$ cat src/rtl/usb_pkg.sv
// usb_pkg: shared USB receive types, CRC constants and field geometry
package usb_pkg;
  typedef enum logic [3:0] {
    PID_OUT   = 4'b0001,
    PID_IN    = 4'b1001,
    PID_SETUP = 4'b1101,
    PID_DATA0 = 4'b0011,
    PID_DATA1 = 4'b1011,
    PID_ACK   = 4'b0010,
    PID_NAK   = 4'b1010
  } pid_t;
  typedef enum logic [2:0] {IDLE, SYNC, PID, TOKEN, DATA, HSHK, EOPCHK} rx_state_t;
  typedef enum logic [1:0] {K_TOKEN, K_DATA, K_ACK, K_NAK} pkt_kind_t;
  // sync byte as shifted in LSB-first: seven zeros then a one
  localparam logic [7:0] SYNC_PATTERN = 8'h80;
  localparam logic [4:0] CRC5_POLY = 5'h05;
  localparam logic [4:0] CRC5_INIT = 5'h1F;
  localparam logic [4:0] CRC5_RESIDUAL = 5'h0C;
  localparam logic [15:0] CRC16_POLY = 16'h8005;
  localparam logic [15:0] CRC16_INIT = 16'hFFFF;
  localparam logic [15:0] CRC16_RESIDUAL = 16'h800D;
  localparam int PID_W = 4;
  localparam int ADDR_W = 7;
  localparam int ENDP_W = 4;
  localparam int DATA_W = 64;
  localparam logic [6:0] ADDR_END = 7'd7;
  localparam logic [6:0] ENDP_END = 7'd11;
  localparam logic [6:0] DATA_END = 7'd64;
  localparam logic [6:0] TOKEN_LAST = 7'd15;
  localparam logic [6:0] DATA_LAST = 7'd79;
  localparam logic [6:0] CNT_MAX = 7'd127;
  function automatic rx_state_t pid_next(input logic [3:0] p);
    case (p)
      PID_OUT, PID_IN, PID_SETUP: return TOKEN;
      PID_DATA0, PID_DATA1: return DATA;
      PID_ACK, PID_NAK: return HSHK;
      default: return EOPCHK;
    endcase
  endfunction
  function automatic pkt_kind_t pid_kind(input logic [3:0] p);
    return p == PID_ACK ? K_ACK : p == PID_NAK ? K_NAK : pid_next(p) == DATA ? K_DATA : K_TOKEN;
  endfunction
endpackage

$ cat src/rtl/usb_rx_decoder_if.sv
// usb_rx_decoder_if: serial bit input and decoded packet result bundle
interface usb_rx_decoder_if;
  import usb_pkg::*;
  logic inb;
  logic bit_valid;
  logic recving;
  logic [PID_W-1:0] pid;
  logic [ENDP_W-1:0] endp;
  logic [ADDR_W-1:0] addr;
  logic [DATA_W-1:0] data;
  logic pktready;
  logic ack;
  logic nak;
  logic error;
  modport master (
    output inb, bit_valid, recving,
    input pid, endp, addr, data, pktready, ack, nak, error
  );
  modport slave (
    input inb, bit_valid, recving,
    output pid, endp, addr, data, pktready, ack, nak, error
  );
endinterface

$ cat src/rtl/usb_rx_decoder_crc_checker.sv
// rx_crc_checker: serial CRC5/CRC16 registers with residual check
module rx_crc_checker
  import usb_pkg::*;
(
  input  logic clk,
  input  logic rst_L,
  input  logic clr,
  input  logic en,
  input  logic sel,
  input  logic inb,
  output logic residual_ok
);
  logic [4:0] c5;
  logic [15:0] c16;
  logic fb5, fb16;
  assign fb5 = c5[4] ^ inb;
  assign fb16 = c16[15] ^ inb;
  assign residual_ok = sel ? c16 == CRC16_RESIDUAL : c5 == CRC5_RESIDUAL;
  always_ff @(posedge clk or negedge rst_L) begin
    if (!rst_L) begin
      c5 <= CRC5_INIT;
      c16 <= CRC16_INIT;
    end else if (clr) begin
      c5 <= CRC5_INIT;
      c16 <= CRC16_INIT;
    end else if (en) begin
      if (!sel) c5 <= {c5[3:0], 1'b0} ^ (fb5 ? CRC5_POLY : 5'h00);
      if (sel) c16 <= {c16[14:0], 1'b0} ^ (fb16 ? CRC16_POLY : 16'h0000);
    end
  end
endmodule

$ cat src/rtl/usb_rx_decoder.sv
// usb_rx_decoder: finds SYNC, checks PID, captures fields, CRC-checks and strobes a result after EOP
module usb_rx_decoder
  import usb_pkg::*;
(
  input logic clk,
  input logic rst_L,
  usb_rx_decoder_if.slave rx
);
  rx_state_t state_q, state_d, pid_state;
  pkt_kind_t kind_q, kind_d;
  logic [6:0] cnt_q, cnt_d;
  logic err_q, err_d;
  logic wait_eop, consume, eop, pid_ok;
  logic [6:0] pid_sh;
  logic [7:0] pid_byte;
  logic [3:0] pid_cap, pid_q;
  logic [ADDR_W-1:0] addr_sh, addr_q;
  logic [ENDP_W-1:0] endp_sh, endp_q;
  logic [DATA_W-1:0] data_sh, data_q;
  logic crc_ok, bad_d, pkt_d, ack_d, nak_d;
  logic pkt_q, ack_q, nak_q, bad_q;
  // a packet already on the bus when reset releases is skipped until recving drops
  assign consume = rx.recving & rx.bit_valid & ~wait_eop;
  assign eop = ~rx.recving & (state_q != IDLE);
  assign pid_byte = {rx.inb, pid_sh};
  assign pid_ok = pid_byte[7:4] == ~pid_byte[3:0];
  assign pid_state = pid_next(pid_byte[3:0]);
  rx_crc_checker u_crc (
    .clk(clk),
    .rst_L(rst_L),
    .clr(state_q == IDLE || eop),
    .en(consume && (state_q == TOKEN || state_q == DATA)),
    .sel(kind_q == K_DATA),
    .inb(rx.inb),
    .residual_ok(crc_ok)
  );
  always_comb begin
    state_d = state_q;
    err_d = err_q;
    kind_d = kind_q;
    cnt_d = consume ? (cnt_q == CNT_MAX ? cnt_q : cnt_q + 7'd1) : cnt_q;
    bad_d = 1'b0;
    pkt_d = 1'b0;
    ack_d = 1'b0;
    nak_d = 1'b0;
    if (eop) begin
      // only HSHK or a completed field in EOPCHK means an exact bit count
      bad_d = err_q || !(state_q == HSHK || state_q == EOPCHK) || (state_q == EOPCHK && !crc_ok);
      pkt_d = !bad_d && (kind_q == K_TOKEN || kind_q == K_DATA);
      ack_d = !bad_d && kind_q == K_ACK;
      nak_d = !bad_d && kind_q == K_NAK;
      state_d = IDLE;
      err_d = 1'b0;
      cnt_d = 7'd0;
    end else if (consume) begin
      case (state_q)
        IDLE: begin
          state_d = rx.inb == SYNC_PATTERN[0] ? SYNC : EOPCHK;
          err_d = rx.inb != SYNC_PATTERN[0];
          cnt_d = 7'd1;
        end
        SYNC: begin
          if (rx.inb != SYNC_PATTERN[cnt_q[2:0]]) begin
            state_d = EOPCHK;
            err_d = 1'b1;
          end else if (cnt_q == 7'd7) begin
            state_d = PID;
            cnt_d = 7'd0;
          end
        end
        PID: begin
          if (cnt_q == 7'd7) begin
            state_d = pid_ok ? pid_state : EOPCHK;
            err_d = !pid_ok || pid_state == EOPCHK;
            kind_d = pid_kind(pid_byte[3:0]);
            cnt_d = 7'd0;
          end
        end
        TOKEN: state_d = cnt_q == TOKEN_LAST ? EOPCHK : TOKEN;
        DATA: state_d = cnt_q == DATA_LAST ? EOPCHK : DATA;
        HSHK, EOPCHK: begin
          state_d = EOPCHK;
          err_d = 1'b1;
        end
        default: state_d = IDLE;
      endcase
    end
  end
  always_ff @(posedge clk or negedge rst_L) begin
    if (!rst_L) begin
      state_q <= IDLE;
      kind_q <= K_TOKEN;
      cnt_q <= 7'd0;
      err_q <= 1'b0;
      wait_eop <= 1'b1;
      pid_sh <= '0;
      pid_cap <= '0;
      addr_sh <= '0;
      endp_sh <= '0;
      data_sh <= '0;
      pid_q <= '0;
      addr_q <= '0;
      endp_q <= '0;
      data_q <= '0;
      pkt_q <= 1'b0;
      ack_q <= 1'b0;
      nak_q <= 1'b0;
      bad_q <= 1'b0;
    end else begin
      state_q <= state_d;
      kind_q <= kind_d;
      cnt_q <= cnt_d;
      err_q <= err_d;
      wait_eop <= wait_eop & rx.recving;
      if (consume && state_q == PID) pid_sh <= pid_byte[7:1];
      if (consume && state_q == PID && cnt_q == 7'd7) pid_cap <= pid_byte[3:0];
      if (consume && state_q == TOKEN && cnt_q < ADDR_END) addr_sh <= {rx.inb, addr_sh[ADDR_W-1:1]};
      if (consume && state_q == TOKEN && cnt_q >= ADDR_END && cnt_q < ENDP_END) endp_sh <= {rx.inb, endp_sh[ENDP_W-1:1]};
      if (consume && state_q == DATA && cnt_q < DATA_END) data_sh <= {rx.inb, data_sh[DATA_W-1:1]};
      if (pkt_d || ack_d || nak_d) pid_q <= pid_cap;
      if (pkt_d && kind_q == K_TOKEN) addr_q <= addr_sh;
      if (pkt_d && kind_q == K_TOKEN) endp_q <= endp_sh;
      if (pkt_d && kind_q == K_DATA) data_q <= data_sh;
      pkt_q <= pkt_d;
      ack_q <= ack_d;
      nak_q <= nak_d;
      bad_q <= bad_d;
    end
  end
  assign rx.pid = pid_q;
  assign rx.addr = addr_q;
  assign rx.endp = endp_q;
  assign rx.data = data_q;
  assign rx.pktready = pkt_q;
  assign rx.ack = ack_q;
  assign rx.nak = nak_q;
  assign rx.error = bad_q;
endmodule
$ cat src/flat_wrapper.sv
// flat-port wrapper written by rule: the top's interface ports become plain ports
module usb_rx_decoder_flat import usb_pkg::*;
  (clk, rst_L, rx_inb, rx_bit_valid, rx_recving, rx_pid, rx_endp, rx_addr, rx_data, rx_pktready, rx_ack, rx_nak, rx_error);
  usb_rx_decoder_if rx_i ();
  input logic clk;
  input logic rst_L;
  input wire logic [$bits(rx_i.inb)-1:0] rx_inb;
  input wire logic [$bits(rx_i.bit_valid)-1:0] rx_bit_valid;
  input wire logic [$bits(rx_i.recving)-1:0] rx_recving;
  output wire logic [$bits(rx_i.pid)-1:0] rx_pid;
  output wire logic [$bits(rx_i.endp)-1:0] rx_endp;
  output wire logic [$bits(rx_i.addr)-1:0] rx_addr;
  output wire logic [$bits(rx_i.data)-1:0] rx_data;
  output wire logic [$bits(rx_i.pktready)-1:0] rx_pktready;
  output wire logic [$bits(rx_i.ack)-1:0] rx_ack;
  output wire logic [$bits(rx_i.nak)-1:0] rx_nak;
  output wire logic [$bits(rx_i.error)-1:0] rx_error;
  assign rx_i.inb = rx_inb;
  assign rx_i.bit_valid = rx_bit_valid;
  assign rx_i.recving = rx_recving;
  assign rx_pid = rx_i.pid;
  assign rx_endp = rx_i.endp;
  assign rx_addr = rx_i.addr;
  assign rx_data = rx_i.data;
  assign rx_pktready = rx_i.pktready;
  assign rx_ack = rx_i.ack;
  assign rx_nak = rx_i.nak;
  assign rx_error = rx_i.error;
  usb_rx_decoder u_core (.clk(clk), .rst_L(rst_L), .rx(rx_i));
endmodule
$ cat config.mk
export PLATFORM = sky130hd
export DESIGN_NAME = usb_rx_decoder_flat
export DESIGN_NICKNAME = d
export VERILOG_FILES = /design/src/rtl/usb_pkg.sv /design/src/rtl/usb_rx_decoder_if.sv /design/src/rtl/usb_rx_decoder_crc_checker.sv /design/src/rtl/usb_rx_decoder.sv /design/src/flat_wrapper.sv
export SDC_FILE = /design/constraint.sdc
export NUM_CORES = 1
export LEC_CHECK = 0
export ABC_AREA = 1
export CAP_MARGIN = 20
export CORE_MARGIN = 8
export CORE_UTILIZATION = 36
export DETAILED_ROUTE_END_ITERATION = 7
export PLACE_DENSITY = 0.57
export SYNTH_ARGS = -nofsm -noshare
export SYNTH_HDL_FRONTEND = slang
export SYNTH_HIERARCHICAL = 1
export SYNTH_SLANG_ARGS = --single-unit
$ cat constraint.sdc
create_clock -name clk -period 2.7 [get_ports clk]
set_clock_uncertainty 0.1 [all_clocks]
set_input_delay 0.81 -clock clk [delete_from_list [all_inputs] [get_ports clk]]
set_output_delay 0.81 -clock clk [all_outputs]
set_load 0.02 [all_outputs]
# Word level (Yosys, flattened, before mapping)
# Memories as Yosys holds them, arrays and structs flattened.
# Cells that the tools add are included.
# classes
addsub,1
mul,0
n_div,0
magnitude_cmp,5
eq_ne,30
shift,0
n_mux,44
bitwise_logic,12
reduce_logical,44
# ops
cell,n
16-bit 2-to-1 mux,4
7-bit 2-to-1 mux,6
3-bit 2-to-1 mux,13
7-bit one-hot mux with 3 select lines,1
3-bit one-hot mux with 6 select lines,1
16-bit equality test (second input constant),1
4-bit equality test (second input constant),4
16-bit XOR,1
3-bit equality test (second input constant),5
1-bit logical AND,15
5-bit 2-to-1 mux,3
7-bit equality test (second input constant),2
1-bit 2-to-1 mux,11
1-bit logical OR,9
3-bit one-hot mux with 3 select lines,1
4-bit by 2-bit equality test with 1-bit output (second input constant),2
4-bit AND reduction,2
7-bit by 1-bit adder with 7-bit output (second input constant),1
7-bit by 3-bit equality test with 1-bit output (second input constant),1
7-bit by 4-bit equality test with 1-bit output (second input constant),1
7-bit by 3-bit >= comparator with 1-bit output (second input constant),1
7-bit by 3-bit < comparator with 1-bit output (second input constant),1
7-bit by 4-bit < comparator with 1-bit output (second input constant),1
7-bit < comparator (second input constant),1
other kinds (30),48
# totals
reg_bits,204
latchBits,0
ramBits,0
rom_bits,8
inputBits,5
out_inout_bits,83
n_memories,1
# mem_list
name,words,width,read_ports,rd_clocked_by_memory_dff,wr,line,source
(name not given),8,1,1,0,0,usb_rx_decoder.sv:63,if (rx.inb != SYNC_PATTERN[cnt_q[2:0]]) begin

# Logic depth before layout (Yosys ltp)
# depth
word_depth,11
depth_mapped,15
mapped_depth_nobuf,12

# Hierarchy
# The synthesis kept the hierarchy.
# modules_own_cells
mod,instances,cells_each,area_each_um2
usb_rx_decoder,1,884,7766.2
rx_crc_checker,1,117,1014.7

# Worst setup path after synthesis
# No wires, ideal clock.
# synth_timing
kind,register -> register
startpoint,register u_core.kind_q[0]
endpoint,"register u_core.addr_q[0], in the netlist u_core/rx.addr[0]"
setup_time_ns,0.117
arrival_time_ns,1.936
slack_ns,0.547
path_stages_with_launch,16
cell_sequence,dfrtp_1 clkbuf_1 inv_1 clkbuf_1 nor2_1 inv_1 nor3_1 nand3_1 nand2_1 nor3_1 nor3_2 buf_4 nand3_2 buf_2 nand2_1 nand2_1
# synth_via
elab_chain_cells,9
# synth_lines
element,line,source
start: declaration,usb_rx_decoder.sv:10,"pkt_kind_t kind_q, kind_d;"
start signal: assignment,usb_rx_decoder.sv:111,kind_q <= kind_d;
2-bit by 1-bit equality test with 1-bit output,usb_rx_decoder.sv:33,".sel(kind_q == K_DATA),"
1-bit 2-to-1 mux,usb_rx_decoder_crc_checker.sv:18,assign residual_ok = sel ? c16 == CRC16_RESIDUAL : c5 == CRC5_RESIDUAL;
net u_core.crc_ok,usb_rx_decoder.sv:20,"logic crc_ok, bad_d, pkt_d, ack_d, nak_d;"
1-bit logical NOT,usb_rx_decoder.sv:48,bad_d = err_q || !(state_q == HSHK || state_q == EOPCHK) || (state_q == EOPCHK && !crc_ok);
1-bit logical AND,usb_rx_decoder.sv:48,
1-bit logical OR,usb_rx_decoder.sv:48,
1-bit logical NOT,usb_rx_decoder.sv:49,pkt_d = !bad_d && (kind_q == K_TOKEN || kind_q == K_DATA);
1-bit logical AND,usb_rx_decoder.sv:49,
1-bit 2-to-1 mux,usb_rx_decoder.sv:46,if (eop) begin
1-bit logical AND,usb_rx_decoder.sv:121,if (pkt_d && kind_q == K_TOKEN) addr_q <= addr_sh;
end signal: assignment,usb_rx_decoder.sv:121,
end: declaration,usb_rx_decoder.sv:17,"logic [ADDR_W-1:0] addr_sh, addr_q;"
# The timed path passes the listed nets, and every way through them passes these cells.
# A chain may end at the register's enable or synchronous reset.

# Final worst setup path
# layout_timing
startpoint,"register u_core.endp_q[3], in the netlist u_core/rx.endp[3]"
endpoint,output rx_endp[3]
# layout_rtl
element,line,source
start: declaration,usb_rx_decoder.sv:18,"logic [ENDP_W-1:0] endp_sh, endp_q;"
start signal: assignment,usb_rx_decoder.sv:122,if (pkt_d && kind_q == K_TOKEN) endp_q <= endp_sh;
end: declaration,flat_wrapper.sv:11,output wire logic [$bits(rx_i.endp)-1:0] rx_endp;
# No word-level cell between the ends.

==> key figures <==
Clock network
  • CTS tree: done
  • Post_cts resized: 0
  • Max Root-Sink Buffers: 3
  • # hold bufs at CTS: 0
  • Inserted Clock Buffers: 23
  • Setup Fix Bufs, Post-CTS: 0
  • # H-tree levels: 1
  • Worst-Skew Late Latency: between 0.4 and 0.5 ns
  • Count of clock tree sinks: around 200
  • Root Buffer: clkbuf_16
  • Reg clk slew, reported paths: roughly 0.060 ns

Final layout
  • NumNets Final: approximately 1100
  • Final Non-Filler Cells: 1423
  • Most frequent cells in the layout: nand2_1 (304), dfrtp_1 (181), inv_1 (91)
  • Filler cells: 2405
  • # diodes: 0
  • Layout cells sized above 1: 0.08826
  • Most common cell after layout, fill and taps aside: nand2_1
  • Syn-to-layout area delta: 23.17%
  • Design Area, Final: 10820 um^2

Flow run
  • Max Cap Viol: 0

Routing
  • WL/cell: between 10 and 15 um
  • DR vias/cell: roughly 4.8
  • Top sig layer: met4
  • Number of routed nets with antenna violations: 0
  • # DRC: 0
  • Metal1 wirelength: roughly 9 mm
  • DRT Wirelength: approximately 20 mm
  • DR WL met2: a little over 9 mm
  • Routed vias: a little under 7000
  • Drt first-iter violations: approximately 570
  • Met3 wire len: 1.012 mm
  • DR pass1 iterations: 5

Critical path
  • CP top delay family: buffers and inverters
  • R2R Path End: u_core/rx.addr[4]
  • R2R depth: 12
  • Worst setup EP type: output pin
  • CP max-delay cell: clkdlybuf4s50_1
  • Critical Path End: rx_endp[3]
  • Worst setup SP type: register
  • Arrival time worst endpoint: roughly 1.5 ns
  • Max incr delay on CP: 0.64 ns
  • Crit. path cell count: 1
  • RR Startpoint: u_core/u_crc/c16[3]
  • Crit path cell chain: clkdlybuf4s50_1
  • CP Max Fanout: 2
  • Critical Path Source: u_core/rx.endp[3]
  • Reg2reg setup slack: approximately 0.54 ns
  • CP Buf/Inv Count: 1
  • WP data required: ~1.8 ns
  • WS Path Type: register to output pin

Synth
  • Async S/R FF share, synth: 1.000
  • Seq cells post-synth: between 200 and 250
  • Number of synthesized flops with an enable pin: 0
  • Top_reg_cell synth: dfrtp_1
  • Mapped cell area: slightly below 9000 um^2
  • Sequential element share of the synthesized area: 0.5845
  • Yosys warning count: 6
  • Syn nets: between 1000 and 1500
  • Syn avg cell area: just under 9 um^2
  • Synth unique cells: 30
  • Synth Instances: between 1000 and 1500

Timing
  • Final hold violations: 0
  • Pins Over Slew Limit: 0
  • Final setup viols: 0
  • Hold Slack: about 0.17 ns
  • Final worst setup slack: around 0.26 ns
  • Fmax achieved: ~0.4 GHz
  • Final min period: 2.438 ns
  • Fin crit share: 0.9030
  • RSZ-0062 raised after global routing: false
  • Tightest Pin Transition: 0.8074 ns
  • Relative slew margins: 0.4618

Power
  • Pwr/cell area: roughly 870 nW/um^2
  • Leak pwr: 0.005482 uW
  • Worst VDD drop: ~0.00040 V

Global routing
  • Initial antenna violation count: 0
  • Largest net degree at the start of global routing: 73
  • Grt ovf: 0
  • Vias in the first global route: 6712
  • GRT Total Usage: 0.1350
  • First-pass GRT wire length: about 33 mm

Placement
  • Placed cell areas: 10060 um^2
  • GPL Wtd Cong: between 0.8 and 0.9
  • Pre-CTS setup slack: -0.06397 ns
  • Port Buf Inserts: a little under 90
  • Placed wire-length estimate: between 10 and 15 mm
  • Post-Place Cells: between 1000 and 1500

Die
  • Io pins: 88
  • Initial Utilization: 0.3643
  • Rows: 57
  • Die W: approximately 170 um
  • Core Region: around 24000 um^2
  • Die Y: between 150 and 200 um
  • Die Area: 29640 um^2

Worst hold path
  • Hold Crit Class: primary input to asynchronous set/reset pin

Outcome
  • Outcome: finished clean
-- Yosys cell counts, types with 2 or more instances --
cell      count  area share
inv_2         3      0.0013
buf_2        22       0.013
a22oi_1      16       0.014
buf_4        10      0.0085
nor2_4        4      0.0051
dfrtp_1     182        0.52
xnor2_1       2      0.0020
ha_1          2      0.0028
o21ai_0      57       0.032
nand3_1      34       0.019
dfstp_2      22       0.066
o21ai_1       6      0.0034
nand3b_1      3      0.0026
nand4_1      79       0.056
nand3_2       3      0.0034
xor2_1        4      0.0040
inv_1        91       0.039
a21oi_1      44       0.025
nor3_1        6      0.0034
nand2_1     304        0.13
nor2_2        2      0.0014
nor2_1       75       0.032
clkbuf_1     21      0.0090
buf_1         2     0.00086
buf_6         2      0.0026
-- through the flow --
| stage | utilization | power, uW | setup TNS [ns] |
|---|---|---|---|
| after floorplan | - | 5652 | 0 |
| after global placement | 0.4173 | 6287 | -0.07256 |
| after detailed placement | 0.4173 | 6345 | -0.5115 |
| after CTS | 0.4487 | 9531 | 0 |
| after global routing | 0.4487 | 10050 | 0 |
| final | 0.4487 | 9389 | 0 |
-- worst min-delay path by stage --
| stage | endpoint | slack [ns] | cells past startpoint |
|---|---|---|---|
| after CTS | u_core/rx.data[33] | 0.18 | 1 |
| after global routing | u_core/rx.data[33] | 0.20 | 1 |
| after global placement | u_core/rx.data[10] | 0.35 | 2 |
| final | u_core/rx.data[33] | 0.17 | 1 |
| after detailed placement | u_core/rx.data[35] | 0.36 | 2 |
| after floorplan | u_core/wait_eop | 0.35 | 2 |
-- cells by family after synthesis --
group,count (synthesis),share of synthesized area
AOI/OAI and AO/OA,124,0.07538
xor gates and xnor gates,6,0.005985
adders and majority gates,2,0.002849
buffers and inverters,151,0.07367
DFF,204,0.5845
muxes,1,0.001282
and+or+nand+nor,513,0.2563
-- per-layer routing --
metal | global-route usage | vias to the layer above
li1 | - | 3423
met1 | 0.1816 | 3201
met2 | 0.2250 | 117
met3 | 0.02260 | 21
met4 | 0.03148 | 0
met5 | 0 | -
-- power by group --
group | switching (uW) | internal, uW | leakage, uW
combinational | 1310 | 720 | 0.00253
sequential | 509 | 3730 | 0.00258
clock | 1180 | 1940 | 0.000370
total | 3000 | 6390 | 0.00548
-- registers in the layout, indices dropped and copies added (netlist names), 4 cells and up --
signal            cells
u_core/rx.endp        4
u_core/rx.addr        7
u_core/addr_sh        7
u_core/rx.data       64
u_core/endp_sh        4
u_core/u_crc/c16     16
u_core/rx.pid         4
u_core/u_crc/c5       5
u_core/cnt_q          7
u_core/pid_cap        4
u_core/data_sh       64
u_core/pid_sh         7
-- cell type report --
class,count,area (um^2),share of cell area
Sequential cell,204,5134,0.4747
Clock buffer,35,650.6,0.06016
Timing Repair Buffer,114,1152,0.1065
Tap cell,324,405.4,0.03748
Inverter,94,352.8,0.03262
Multi-Input combinational cell,646,3015,0.2788
Clock inverter,6,105.1,0.009718
Power figures use the tool's default switching activity.
==> patch (same settings) <==
Change the package constant `CNT_MAX` from 7'd127 to 7'd64.
--- a/src/rtl/usb_pkg.sv
+++ b/src/rtl/usb_pkg.sv
@@ -28,7 +28,7 @@
   localparam logic [6:0] DATA_END = 7'd64;
   localparam logic [6:0] TOKEN_LAST = 7'd15;
   localparam logic [6:0] DATA_LAST = 7'd79;
-  localparam logic [6:0] CNT_MAX = 7'd127;
+  localparam logic [6:0] CNT_MAX = 7'd64;
   function automatic rx_state_t pid_next(input logic [3:0] p);
     case (p)
       PID_OUT, PID_IN, PID_SETUP: return TOKEN;
Behaviour: same outputs for any inputs over 10 cycles, from zero or initial values and one cycle with rst_L low; that may be too few to reach the edited logic, so the function may still have changed.
==> patch against the original RTL <==
Area after synthesis is 3.4% lower; sequential share of layout area is 0.92 points higher; worst setup slack worse by 0.023 ns; critical path depth stayed put; cell area is 1.9% lower; via count is 7.7% lower; die area is 3.1% lower; sequential cell count stayed put; total power is 15% lower; non-clock buffer count is 1 lower; first-iteration DRC count is 3.3% lower; wire length is 10% lower; final cell count is 2.2% lower; largest cell class unchanged.
==> patch: results (changes against the original RTL) <==
worst_slew_pin_slew_ns: 0.5848  # was 0.8074 ns
period_needed_ns: 2.461  # was 2.438 ns
grt_pass1_vias: 6096  # was 6712
insertedDiodeCount: 0  # unchanged
yosysWarnings: 6  # unchanged
wl_per_cell_um: 12.60  # was 13.76 µm
nets: 1067  # was 1090
cp_max_fo: 2  # unchanged
drt_iter0_markers: 552  # was 571
synth.yosys.seq_area_share_pct: 60.53  # was 58.45%
hp-class: "input port to asynchronous set/reset pin"  # unchanged
place_inst: 1354  # was 1382
synthArstFlopShare_pct: 100.0  # unchanged
dr.pass1.iters: 5  # unchanged
cts.reportedPaths.clkPinSlew_ns: 0.06  # about the same
place_ws_ns: 0.06187  # was -0.06397 ns
cts_resized: 0  # unchanged
r2r_start: "u_core/kind_q[1]$_DFFE_PN0P_"  # was u_core/u_crc/c16[3]$_DFFE_PN1P_
peakVddDrop_mv: 0.3985  # was 0.3953 mV
synth_common_cells: "nand2_1 (283), dfrtp_1 (182), o21ai_0 (129), inv_1 (127), nor2_1 (49)"  # was nand2_1 (304), dfrtp_1 (182), inv_1 (91), nand4_1 (79), nor2_1 (75)
rr_worst_depth: 14  # was 12
avgSynthCellArea_um2: 8.842  # was 8.772 µm²
hold_ws_ns: 0.2118  # was 0.1730 ns
worstReg2RegEnd: "u_core/rx.addr[3]$_DFFE_PN0P_"  # was u_core/rx.addr[4]$_DFFE_PN0P_
status: "finished, final reports clean"  # unchanged
dpl.hpwl_um: 11920  # was 13230 µm
cpPeakStageDelay_ns: 0.64  # about the same
setup.worst_path.end: "rx_data[55]"  # was rx_endp[3]
vias: 6244  # was 6762
grt_usage_pct: 12.46  # was 13.50%
grt_max_degree: 129  # was 73
leakagePower_nw: 4.908  # was 5.482 nW
finalWirelength_um: 17530  # was 19580 µm
r2r_setup_slack_ns: 0.38  # was 0.54 ns
h-tree-depth: 1  # unchanged
drive_gt1_share_pct: 8.955  # was 8.826%
cts_setup_buffers: 0  # unchanged
startpoint: "u_core/rx.data[55]$_DFFE_PN0P_"  # was u_core/rx.endp[3]$_DFFE_PN0P_
gp_congestion: 0.8692  # was 0.8602
grt_pass1_wl_um: 30260  # was 33410 µm
place_area_um2: 9832  # was 10060 µm²
synth_cell_types: 28  # was 30
synth_area_leaders: "dfrtp_1 (54%), nand2_1 (13%), o21ai_0 (7.6%)"  # was dfrtp_1 (52%), nand2_1 (13%), dfstp_2 (6.6%)
cp.arrival_ns: 1.55  # was 1.53 ns
syn_nets: 967  # was 1008
grt_antenna_before_repair: 0  # unchanged
cts_made_buffers: 22  # was 23
-- patch: worst min-delay path by stage --
stage | from | endpoint
finish | rst_L | u_core/rx.data[15]$_DFFE_PN0P_
global route | rst_L | u_core/rx.data[15]$_DFFE_PN0P_
CTS | rst_L | u_core/rx.data[15]$_DFFE_PN0P_
detailed placement | u_core/wait_eop$_DFF_PN1_ | u_core/wait_eop$_DFF_PN1_
global placement | u_core/wait_eop$_DFF_PN1_ | u_core/wait_eop$_DFF_PN1_
floorplan | u_core/wait_eop$_DFF_PN1_ | u_core/wait_eop$_DFF_PN1_
-- patch: worst register-to-register path: cells and delay by family, from the launching register on --
family	cells	cell delay (ns)
simple gates	11	1.21
buf+inv	3	0.50
flops	1	0.41
-- patch: kinds of logic (layout without fill, tap and decap cells) --
kind of cell	after synthesis	count (layout)	share of synthesized area (%)
simple gates	393	393	18.86
flops	204	204	60.53
compound gates	190	190	11.89
buf+inv	166	279	7.968
fa+ha+maj	3	3	0.4427
xor+xnor	3	3	0.3099
-- patch: power breakdown --
| group | switching (mW) | total (mW) | internal, mW |
|---|---|---|---|
| clock | 1.17 | 3.18 | 2.01 |
| sequential | 0.188 | 3.49 | 3.30 |
| combinational | 0.855 | 1.31 | 0.451 |
| total | 2.22 | 7.98 | 5.76 |
-- patch: final cells by class --
cell class | count | area, µm²
fillers | 2255 | 12730
multi-input cells | 589 | 2671
clock buffers | 29 | 628.1
clock inverters | 8 | 146.4
inverters | 129 | 484.2
flip-flops and latches | 204 | 5132
repair buffers | 113 | 1145
well taps | 319 | 399.1
-- patch: metal layers --
layer | vias to the layer above | GRT usage, % | share of wire [%]
met5 | - | 0 | 0
met4 | 0 | 3.117 | 1.6
li1 | 3230 | - | -
met2 | 95 | 18.75 | 43
met3 | 25 | 2.373 | 4.8
met1 | 2894 | 18.18 | 51
